### config.mk
export PLATFORM = sky130hd
export DESIGN_NAME = inst_fetch_pf
export DESIGN_NICKNAME = d
export VERILOG_FILES = /design/src/rtl/inst_fetch_pf.sv
export SDC_FILE = /design/constraint.sdc
export NUM_CORES = 1
export LEC_CHECK = 0
export ABC_AREA = 1
export CORE_MARGIN = 2
export CORE_UTILIZATION = 30
export CTS_CLUSTER_DIAMETER = 120
export DETAILED_ROUTE_END_ITERATION = 6
export GPL_TIMING_DRIVEN = 0
export PLACE_DENSITY = 0.48
export SYNTH_ARGS = -nofsm -noshare
export SYNTH_HDL_FRONTEND = slang
export SYNTH_SLANG_ARGS = --single-unit
### constraint.sdc
create_clock -name CLK -period 9.43 [get_ports CLK]
set_input_delay 0.943 -clock CLK [delete_from_list [all_inputs] [get_ports CLK]]
set_output_delay 0.943 -clock CLK [all_outputs]
set_load 0.005 [all_outputs]
### src/rtl/inst_fetch_pf.sv
// Instruction prefetcher: issues single-beat AXI4 reads ahead of the consumer and
// queues {pc, word} pairs in a small FIFO, flushing and discarding stale data on redirect.
module inst_fetch_pf #(
  parameter int          C_OFFSET_WIDTH = 28,
  parameter int          FIFO_DEPTH     = 4,
  parameter logic [31:0] RESET_PC       = 32'h0
) (
  input  logic                      CLK,
  input  logic                      RSTN,
  input  logic                      EXEC,
  input  logic                      REDIRECT,
  input  logic [31:0]               REDIRECT_PC,
  output logic                      I_VALID,
  input  logic                      I_READY,
  output logic [31:0]               I_PC,
  output logic [31:0]               I_INST,
  output logic                      MEM_WAIT,
  output logic                      ERR,
  output logic [C_OFFSET_WIDTH-1:0] M_AXI_ARADDR,
  output logic [7:0]                M_AXI_ARLEN,
  output logic [2:0]                M_AXI_ARSIZE,
  output logic [1:0]                M_AXI_ARBURST,
  output logic                      M_AXI_ARVALID,
  input  logic                      M_AXI_ARREADY,
  input  logic [31:0]               M_AXI_RDATA,
  input  logic [1:0]                M_AXI_RRESP,
  input  logic                      M_AXI_RLAST,
  input  logic                      M_AXI_RVALID,
  output logic                      M_AXI_RREADY
);

  localparam int          AW       = $clog2(FIFO_DEPTH);
  localparam int          CW       = AW + 1;
  localparam logic [CW:0] DEPTH_V  = (CW+1)'(FIFO_DEPTH);
  localparam logic [31:0] OFF_MASK = (C_OFFSET_WIDTH >= 32) ? 32'hFFFF_FFFF
                                   : ((32'd1 << C_OFFSET_WIDTH) - 32'd1);

  // Advance by one word, wrapping inside the AXI offset window only.
  function automatic logic [31:0] pc_inc(input logic [31:0] pc);
    return (pc & ~OFF_MASK) | ((pc + 32'd4) & OFF_MASK);
  endfunction

  logic [31:0]               fpc;
  logic [31:0]               rpc;
  logic                      ar_vld_p0;
  logic                      ar_stale;
  logic [C_OFFSET_WIDTH-1:0] ar_addr_p0;
  logic [CW-1:0]             cnt;
  logic [CW-1:0]             out_cnt;
  logic [CW-1:0]             disc;
  logic [AW-1:0]             wr_ptr;
  logic [AW-1:0]             rd_ptr;
  logic                      err_q;
  logic [31:0]               pc_mem   [FIFO_DEPTH];
  logic [31:0]               inst_mem [FIFO_DEPTH];

  logic          i_valid;
  logic          ar_hs;
  logic          r_hs;
  logic          r_drop;
  logic          push;
  logic          pop;
  logic          issue;
  logic [CW:0]   slots;
  logic          unused_bits;

  assign i_valid = (cnt != '0);
  assign ar_hs   = ar_vld_p0 & M_AXI_ARREADY;
  assign r_hs    = M_AXI_RVALID;
  assign r_drop  = r_hs & (disc != '0);
  assign push    = r_hs & ~r_drop & ~REDIRECT;
  assign pop     = i_valid & I_READY & ~REDIRECT;
  // Every outstanding request already owns a FIFO slot, so a push can never overflow.
  assign slots   = {1'b0, cnt} + {1'b0, out_cnt};
  assign issue   = ~ar_vld_p0 & EXEC & ~REDIRECT & (slots < DEPTH_V);

  // AR request stage
  always_ff @(posedge CLK or negedge RSTN) begin
    if (!RSTN) begin
      ar_vld_p0 <= 1'b0;
      ar_stale  <= 1'b0;
      fpc       <= RESET_PC;
    end else begin
      if (issue) ar_vld_p0 <= 1'b1;
      else if (ar_hs) ar_vld_p0 <= 1'b0;

      // A request left pending across a redirect must not advance the new fetch PC.
      if (REDIRECT) ar_stale <= ar_vld_p0 & ~M_AXI_ARREADY;
      else if (ar_hs) ar_stale <= 1'b0;

      if (REDIRECT) fpc <= {REDIRECT_PC[31:2], 2'b00};
      else if (ar_hs && !ar_stale) fpc <= pc_inc(fpc);
    end
  end

  always_ff @(posedge CLK) begin
    if (issue) ar_addr_p0 <= fpc[C_OFFSET_WIDTH-1:0];
  end

  // Response accounting and FIFO control
  always_ff @(posedge CLK or negedge RSTN) begin
    if (!RSTN) begin
      out_cnt <= '0;
      disc    <= '0;
      cnt     <= '0;
      wr_ptr  <= '0;
      rd_ptr  <= '0;
      rpc     <= RESET_PC;
      err_q   <= 1'b0;
    end else begin
      unique case ({ar_hs, r_hs})
        2'b10:   out_cnt <= out_cnt + CW'(1);
        2'b01:   out_cnt <= out_cnt - CW'(1);
        default: ;
      endcase

      if (REDIRECT) disc <= out_cnt + CW'(ar_vld_p0) - CW'(r_hs);
      else if (r_drop) disc <= disc - CW'(1);

      if (REDIRECT) begin
        cnt    <= '0;
        wr_ptr <= '0;
        rd_ptr <= '0;
        rpc    <= {REDIRECT_PC[31:2], 2'b00};
      end else begin
        unique case ({push, pop})
          2'b10:   cnt <= cnt + CW'(1);
          2'b01:   cnt <= cnt - CW'(1);
          default: ;
        endcase
        if (push) begin
          wr_ptr <= wr_ptr + AW'(1);
          rpc    <= pc_inc(rpc);
        end
        if (pop) rd_ptr <= rd_ptr + AW'(1);
      end

      if (r_hs && (M_AXI_RRESP != 2'b00)) err_q <= 1'b1;
    end
  end

  // FIFO storage
  always_ff @(posedge CLK) begin
    if (push) begin
      pc_mem[wr_ptr]   <= rpc;
      inst_mem[wr_ptr] <= M_AXI_RDATA;
    end
  end

  assign I_VALID       = i_valid;
  assign I_PC          = pc_mem[rd_ptr];
  assign I_INST        = inst_mem[rd_ptr];
  assign MEM_WAIT      = RSTN & EXEC & ~i_valid;
  assign ERR           = err_q;
  assign M_AXI_ARADDR  = ar_addr_p0;
  assign M_AXI_ARVALID = ar_vld_p0;
  assign M_AXI_ARLEN   = 8'd0;
  assign M_AXI_ARSIZE  = 3'b010;
  assign M_AXI_ARBURST = 2'b01;
  assign M_AXI_RREADY  = 1'b1;
  assign unused_bits   = ^{M_AXI_RLAST, REDIRECT_PC[1:0]};

endmodule

==> metrics, run 1 <==
flip-flop and latch count after synthesis 346; crit-path max FO 10; most frequent cells after synthesis edfxtp_1 (274), nor2_1 (218), nand2_1 (206), o21ai_0 (154), dfrtp_1 (72); GPL Wtd Cong 0.874; R2R depth 8; Die ar. 0.0515 sq mm; Initial Util 0.304; simple-gate share of the synthesized area 0.150; xor and xnor area share after synthesis 0.00999; Final min period 3860 ps; WL per Instance 18.7 um; die height 227 um; Synth Area in Adders 0.0149; Setup TNS Final 0 ps; wire length after detailed routing 42,600 um; clk root buf clkbuf_16; ys flop type edfxtp_1; synth top area cells edfxtp_1 (55%), dfrtp_1 (12%), nor2_1 (5.5%); largest net degree at the start of global routing 41; nets 1,666; Sink Count 346; Num CTS Buffers 40; via count 10,600; input/output buffers 162; final core utilization 0.389; RSZ-0062 raised after global routing no; status complete, no violations; num ports 184; Post-Route Hold Slack 378 ps; crit path capture type output port; CP Class flop to output port; clk buf depth 3; number of max-cap violations 0; area fraction in compound gates after synthesis 0.105; vias in the first global route 10,500; H-tree depth 2; CTS tree yes; Worst-path clk slew 60 ps; Area Growth Syn to Fin 27.8%; post_cts resized 0; Mapped Area 0.0149 sq mm; Post-route DRC 0; core area 0.0490 sq mm; row count 81; Leak 0.00702 uW; Syn Inst Count 1,346; multiplexer share of the synthesized area 0; fin. max-slew vios 0; critical path data arrival time 2910 ps; Final period util 0.409; die extent in x 227 um; Final Hold Vio Count 0; GR Overflow Total 0; FFs w/ async S/R, synth 0.208; drt via density 4.67; fmax 259 MHz; DRT iter0 DRCs 667; leading area contributor after synthesis edfxtp_1; # setup viols final 0; first-pass GRT wire length 64,300 um; Worst slew margin 0.365; Startpoint Class flop; Max rail drop VDD 140 uV; Fillers 4,767; Worst EP required 8490 ps; post-synthesis sequential area ratio 0.673; post-synth top area share 0.552; largest family of logic cells by synthesized area simple AND/OR/NAND/NOR gates; dpl hpwl 28,400 um; total setup buffers inserted after CTS 0; Initial DRT Pass Iterations 5; PwrDens 245 mW/mm^2; Synth cell types 38; clock latency on the worst-skew pair 560 ps; Tot GR Track Use 0.167; initial antenna violation count 0; top-count cell post-synth edfxtp_1; Post-synth EDFFs 274; Hold Crit Class input port to asynchronous set/reset pin; Slew @ Worst Pin 953 ps; Detail Route Antenna Nets 0; Mean Syn Cell Area 11.1 sq um; share of layout cells above drive strength 1 0.102; Ys Warns 0; hold_buf cts 0; skew final 16.4 ps
-- flip-flops by register name, summed over array words and instances, names as in the netlist, 3 cells and up --
signal and cells:
M_AXI_ARADDR 26, pc_mem 120, fpc 26, out_cnt 3, rpc 30, cnt 3, disc 3, inst_mem 128
-- area by class of cell --
class / count / area, sq um / share of cell area
well taps: 664 / 831 / 0.0436
multi-input cells: 862 / 4280 / 0.224
plain buffers: 76 / 395 / 0.0208
diodes: 3 / 7.51 / 0.000394
inverters: 78 / 295 / 0.0155
repair buffers: 172 / 1820 / 0.0956
clock inverters: 23 / 302 / 0.0158
flip-flops and latches: 346 / 10000 / 0.526
clock buffers: 51 / 1090 / 0.0573
-- critical path, stage by stage, from the launching register on --
cell	delay, ps
dfrtp_1	350
buf_2	190
inv_2	210
buf_2	290
buf_2	300
nor2_1	70
o22ai_1	350
clkdlybuf4s50_1	590
-- per-layer routing --
metal / wire length, um / track usage / share of wire
met1: 19600 / 0.225 / 0.46
met2: 19700 / 0.271 / 0.46
met3: 2040 / 0.0276 / 0.048
met4: 1260 / 0.0632 / 0.030
met5: 0 / 0 / 0
-- per-stage QoR --
| step | setup slack, ps | total power (uW) | instance area, sq um | cells |
|---|---|---|---|---|
| after global placement | 1440 | 3070 | 17400 | 2188 |
| final | 5570 | 4670 | 19100 | 2275 |
| after detailed placement | 5420 | 3090 | 17600 | 2198 |
| after floorplan | 4890 | 2480 | 15000 | 1362 |
| after global routing | 5410 | 4910 | 19000 | 2272 |
| after CTS | 5470 | 4740 | 19000 | 2272 |
-- final timing paths --
kind | end | start | slack [ps]
hold / removal | fpc[14] | RSTN | 380
hold reg to reg | ERR | ERR | 470
setup reg to reg | inst_mem[0][24] | disc[0] | 6470
min in group CLK | ERR | ERR | 470
max in group asynchronous | cnt[0] | RSTN | 8430
setup / recovery | I_PC[11] | rd_ptr[0] | 5570
-- power breakdown --
group / leakage (uW) / total, uW / internal [uW] / switching (uW)
registers: 0.00334 / 1940 / 1800 / 141
clock network: 0.000676 / 1630 / 992 / 643
logic: 0.00300 / 1100 / 469 / 626
-- layout by cell type (no fill, tap or decap), drive strengths merged, types with 2 or more instances in the layout --
master and count:
o22ai 63, clkbuf 90, buf 48, dfrtp 72
bufinv 6, xor2 11, clkinvlp 3, a31oi 11
diode 3, nor3 5, o21ai 164, nand2 218
nand3 53, o211ai 7, ha 13, clkinv 13
nand3b 2, inv 79, fa 3, conb 18
clkdlybuf4s50 161, nand4 3, edfxtp 274, nor2 238
a21oi 44, xnor2 6
-- logic make-up (layout without fill, tap and decap cells) --
kind of cell	count (synthesis)	in the layout
simple gates	522	522
flops	346	346
compound gates	289	289
buf+inv	154	400
xor+xnor	17	17
fa+ha+maj	16	16
other cells	2	21
(Power assumes the default switching activity.)
==> run 2, diff against run 1 <==
clock period = 3.7 ns   (was 9.43 ns; I/O delays follow)
==> metrics, run 2 (synthesis gave the netlist of run 1 again) <==
die height 227 um (unchanged); Area Growth Syn to Fin 27.9% (about the same); Num CTS Buffers 40 (unchanged); hold_buf cts 1 (+1); Worst slew margin 0.356 (-0.00874); skew final 16.5 ps (+0.0795 ps); clk buf depth 3 (unchanged); core area 0.0490 sq mm (unchanged); clk root buf clkbuf_16; Max rail drop VDD 357 uV (+150%); Initial Util 0.304 (unchanged); Final min period 3280 ps; die extent in x 227 um (unchanged); largest net degree at the start of global routing 41 (unchanged); Worst EP required 3330 ps (-5160 ps); input/output buffers 162 (unchanged); wire length after detailed routing 42,500 um (-0.11%); worst r2r src disc[0]; H-tree depth 2 (unchanged); CP Class flop to output port; share of layout cells above drive strength 1 0.102 (about the same); Tot GR Track Use 0.167 (unchanged); vias in the first global route 10,500 (unchanged); total setup buffers inserted after CTS 0 (unchanged); critical path data arrival time 2910 ps (about the same); via count 10,600 (-0.37%); Worst-path clk slew 60 ps (about the same); initial antenna violation count 0 (unchanged); Top reg by flops inst_mem; Leak 0.00703 uW (about the same); Detail Route Antenna Nets 0 (unchanged); most frequent cells in the layout edfxtp_1 (274), nor2_1 (213), nand2_1 (206); GR Overflow Total 0 (unchanged); flop-to-flop setup slack 750 ps (-5720 ps); Post-route DRC 0 (unchanged); row count 81 (unchanged); GPL Wtd Cong 0.874 (unchanged); Hold Crit Class input port to asynchronous set/reset pin; clock latency on the worst-skew pair 560 ps (about the same); drt via density 4.65 (-0.41%); fin. max-slew vios 0 (unchanged); crit path capture type output port; NetSw 3580 uW (+150%); number of max-cap violations 0 (unchanged); Net Sw Frac 0.301 (-0.000409); RSZ-0062 raised after global routing no; nets 1,667 (+0.060%); Final period util 0.887; Critical Path Sink I_PC[11]; R2R depth 8 (unchanged); post_cts resized 0 (unchanged); Clock power frac 0.350 (about the same); WL per Instance 18.7 um (-0.15%); PwrDens 624 mW/mm^2 (+150%); # setup viols final 0 (unchanged); CTS tree yes; number of flip-flops in the largest register 128 (unchanged); R2R Path End inst_mem[0][24]; sequential fraction of design power 0.416 (about the same); crit-path max FO 10 (unchanged); Largest regs inst_mem: 128 flops, pc_mem: 120 flops, rpc: 30 flops; num ports 184 (unchanged); fmax 305 MHz; combinational power share 0.235 (about the same); status complete, no violations; first-pass GRT wire length 64,300 um (unchanged); Slew @ Worst Pin 966 ps (+13.1 ps); Internal 8320 uW (+150%); Initial DRT Pass Iterations 5 (unchanged); Die ar. 0.0515 sq mm (unchanged); Sink Count 346 (unchanged); Post-Route Hold Slack 342 ps (-36.0 ps); DRT iter0 DRCs 670 (+0.45%); pre-CTS WS 259 ps (-5160 ps); Final Hold Vio Count 0 (unchanged); final core utilization 0.389 (about the same); commonest non-fill, non-tap cell in the layout edfxtp_1; final worst slack 417 ps (-5160 ps); Worst Setup SP rd_ptr[0]; dpl hpwl 28,400 um (unchanged); Startpoint Class flop
run 2: how the worst min path moves through the flow:
stage,slack (ps),end,from,cells past startpoint
2_1_floorplan,70,ERR,RSTN,0
3_3_place_gp,450,ERR,ERR,2
3_5_place_dp,400,fpc[14],RSTN,1
4_1_cts,330,fpc[14],RSTN,2
5_1_grt,360,rpc[31],REDIRECT_PC[31],3
6_report,340,fpc[14],RSTN,2
run 2: final cells by class:
| cell class | count | area (sq um) |
|---|---|---|
| Clock buffer | 51 | 1090 |
| Clock inverter | 23 | 302 |
| Antenna cell | 3 | 7.51 |
| Sequential cell | 346 | 10000 |
| Multi-Input combinational cell | 862 | 4280 |
| Inverter | 78 | 295 |
| Timing Repair Buffer | 173 | 1830 |
| Fill cell | 4767 | 29900 |
| Buffer | 76 | 395 |
| Tap cell | 664 | 831 |
run 2: stage by stage:
| stage | TNS (ps) | instance area, sq um | total power, uW | cells |
|---|---|---|---|---|
| after floorplan | -109130 | 15000 | 6330 | 1362 |
| after global placement | -953540 | 17400 | 7820 | 2188 |
| after detailed placement | 0 | 17600 | 7860 | 2198 |
| after CTS | 0 | 19100 | 12100 | 2273 |
| after global routing | 0 | 19100 | 12500 | 2273 |
| final | 0 | 19100 | 11900 | 2276 |
run 2: routing by layer:
layer / global-route usage / vias to the layer above / share of wire
li1: - / 5133 / -
met1: 0.225 / 5106 / 0.46
met2: 0.271 / 278 / 0.46
met3: 0.0276 / 74 / 0.048
met4: 0.0632 / 0 / 0.029
met5: 0 / - / 0
run 2: power groups by stage:
stage / Sequential [uW] / Clock, uW / Combinational, uW
floorplan: 4900 / 0 / 1420
global placement: 5040 / 0 / 2780
detailed placement: 5020 / 0 / 2840
CTS: 4950 / 4260 / 2860
global route: 5000 / 4400 / 3120
finish: 4950 / 4160 / 2790
run 2: critical path, cell delays in order (launching register included):
cell and delay, ps:
dfrtp_1 350, buf_2 190, inv_2 210, buf_2 290, buf_2 290, nor2_1 70, o22ai_1 360, clkdlybuf4s50_1 590
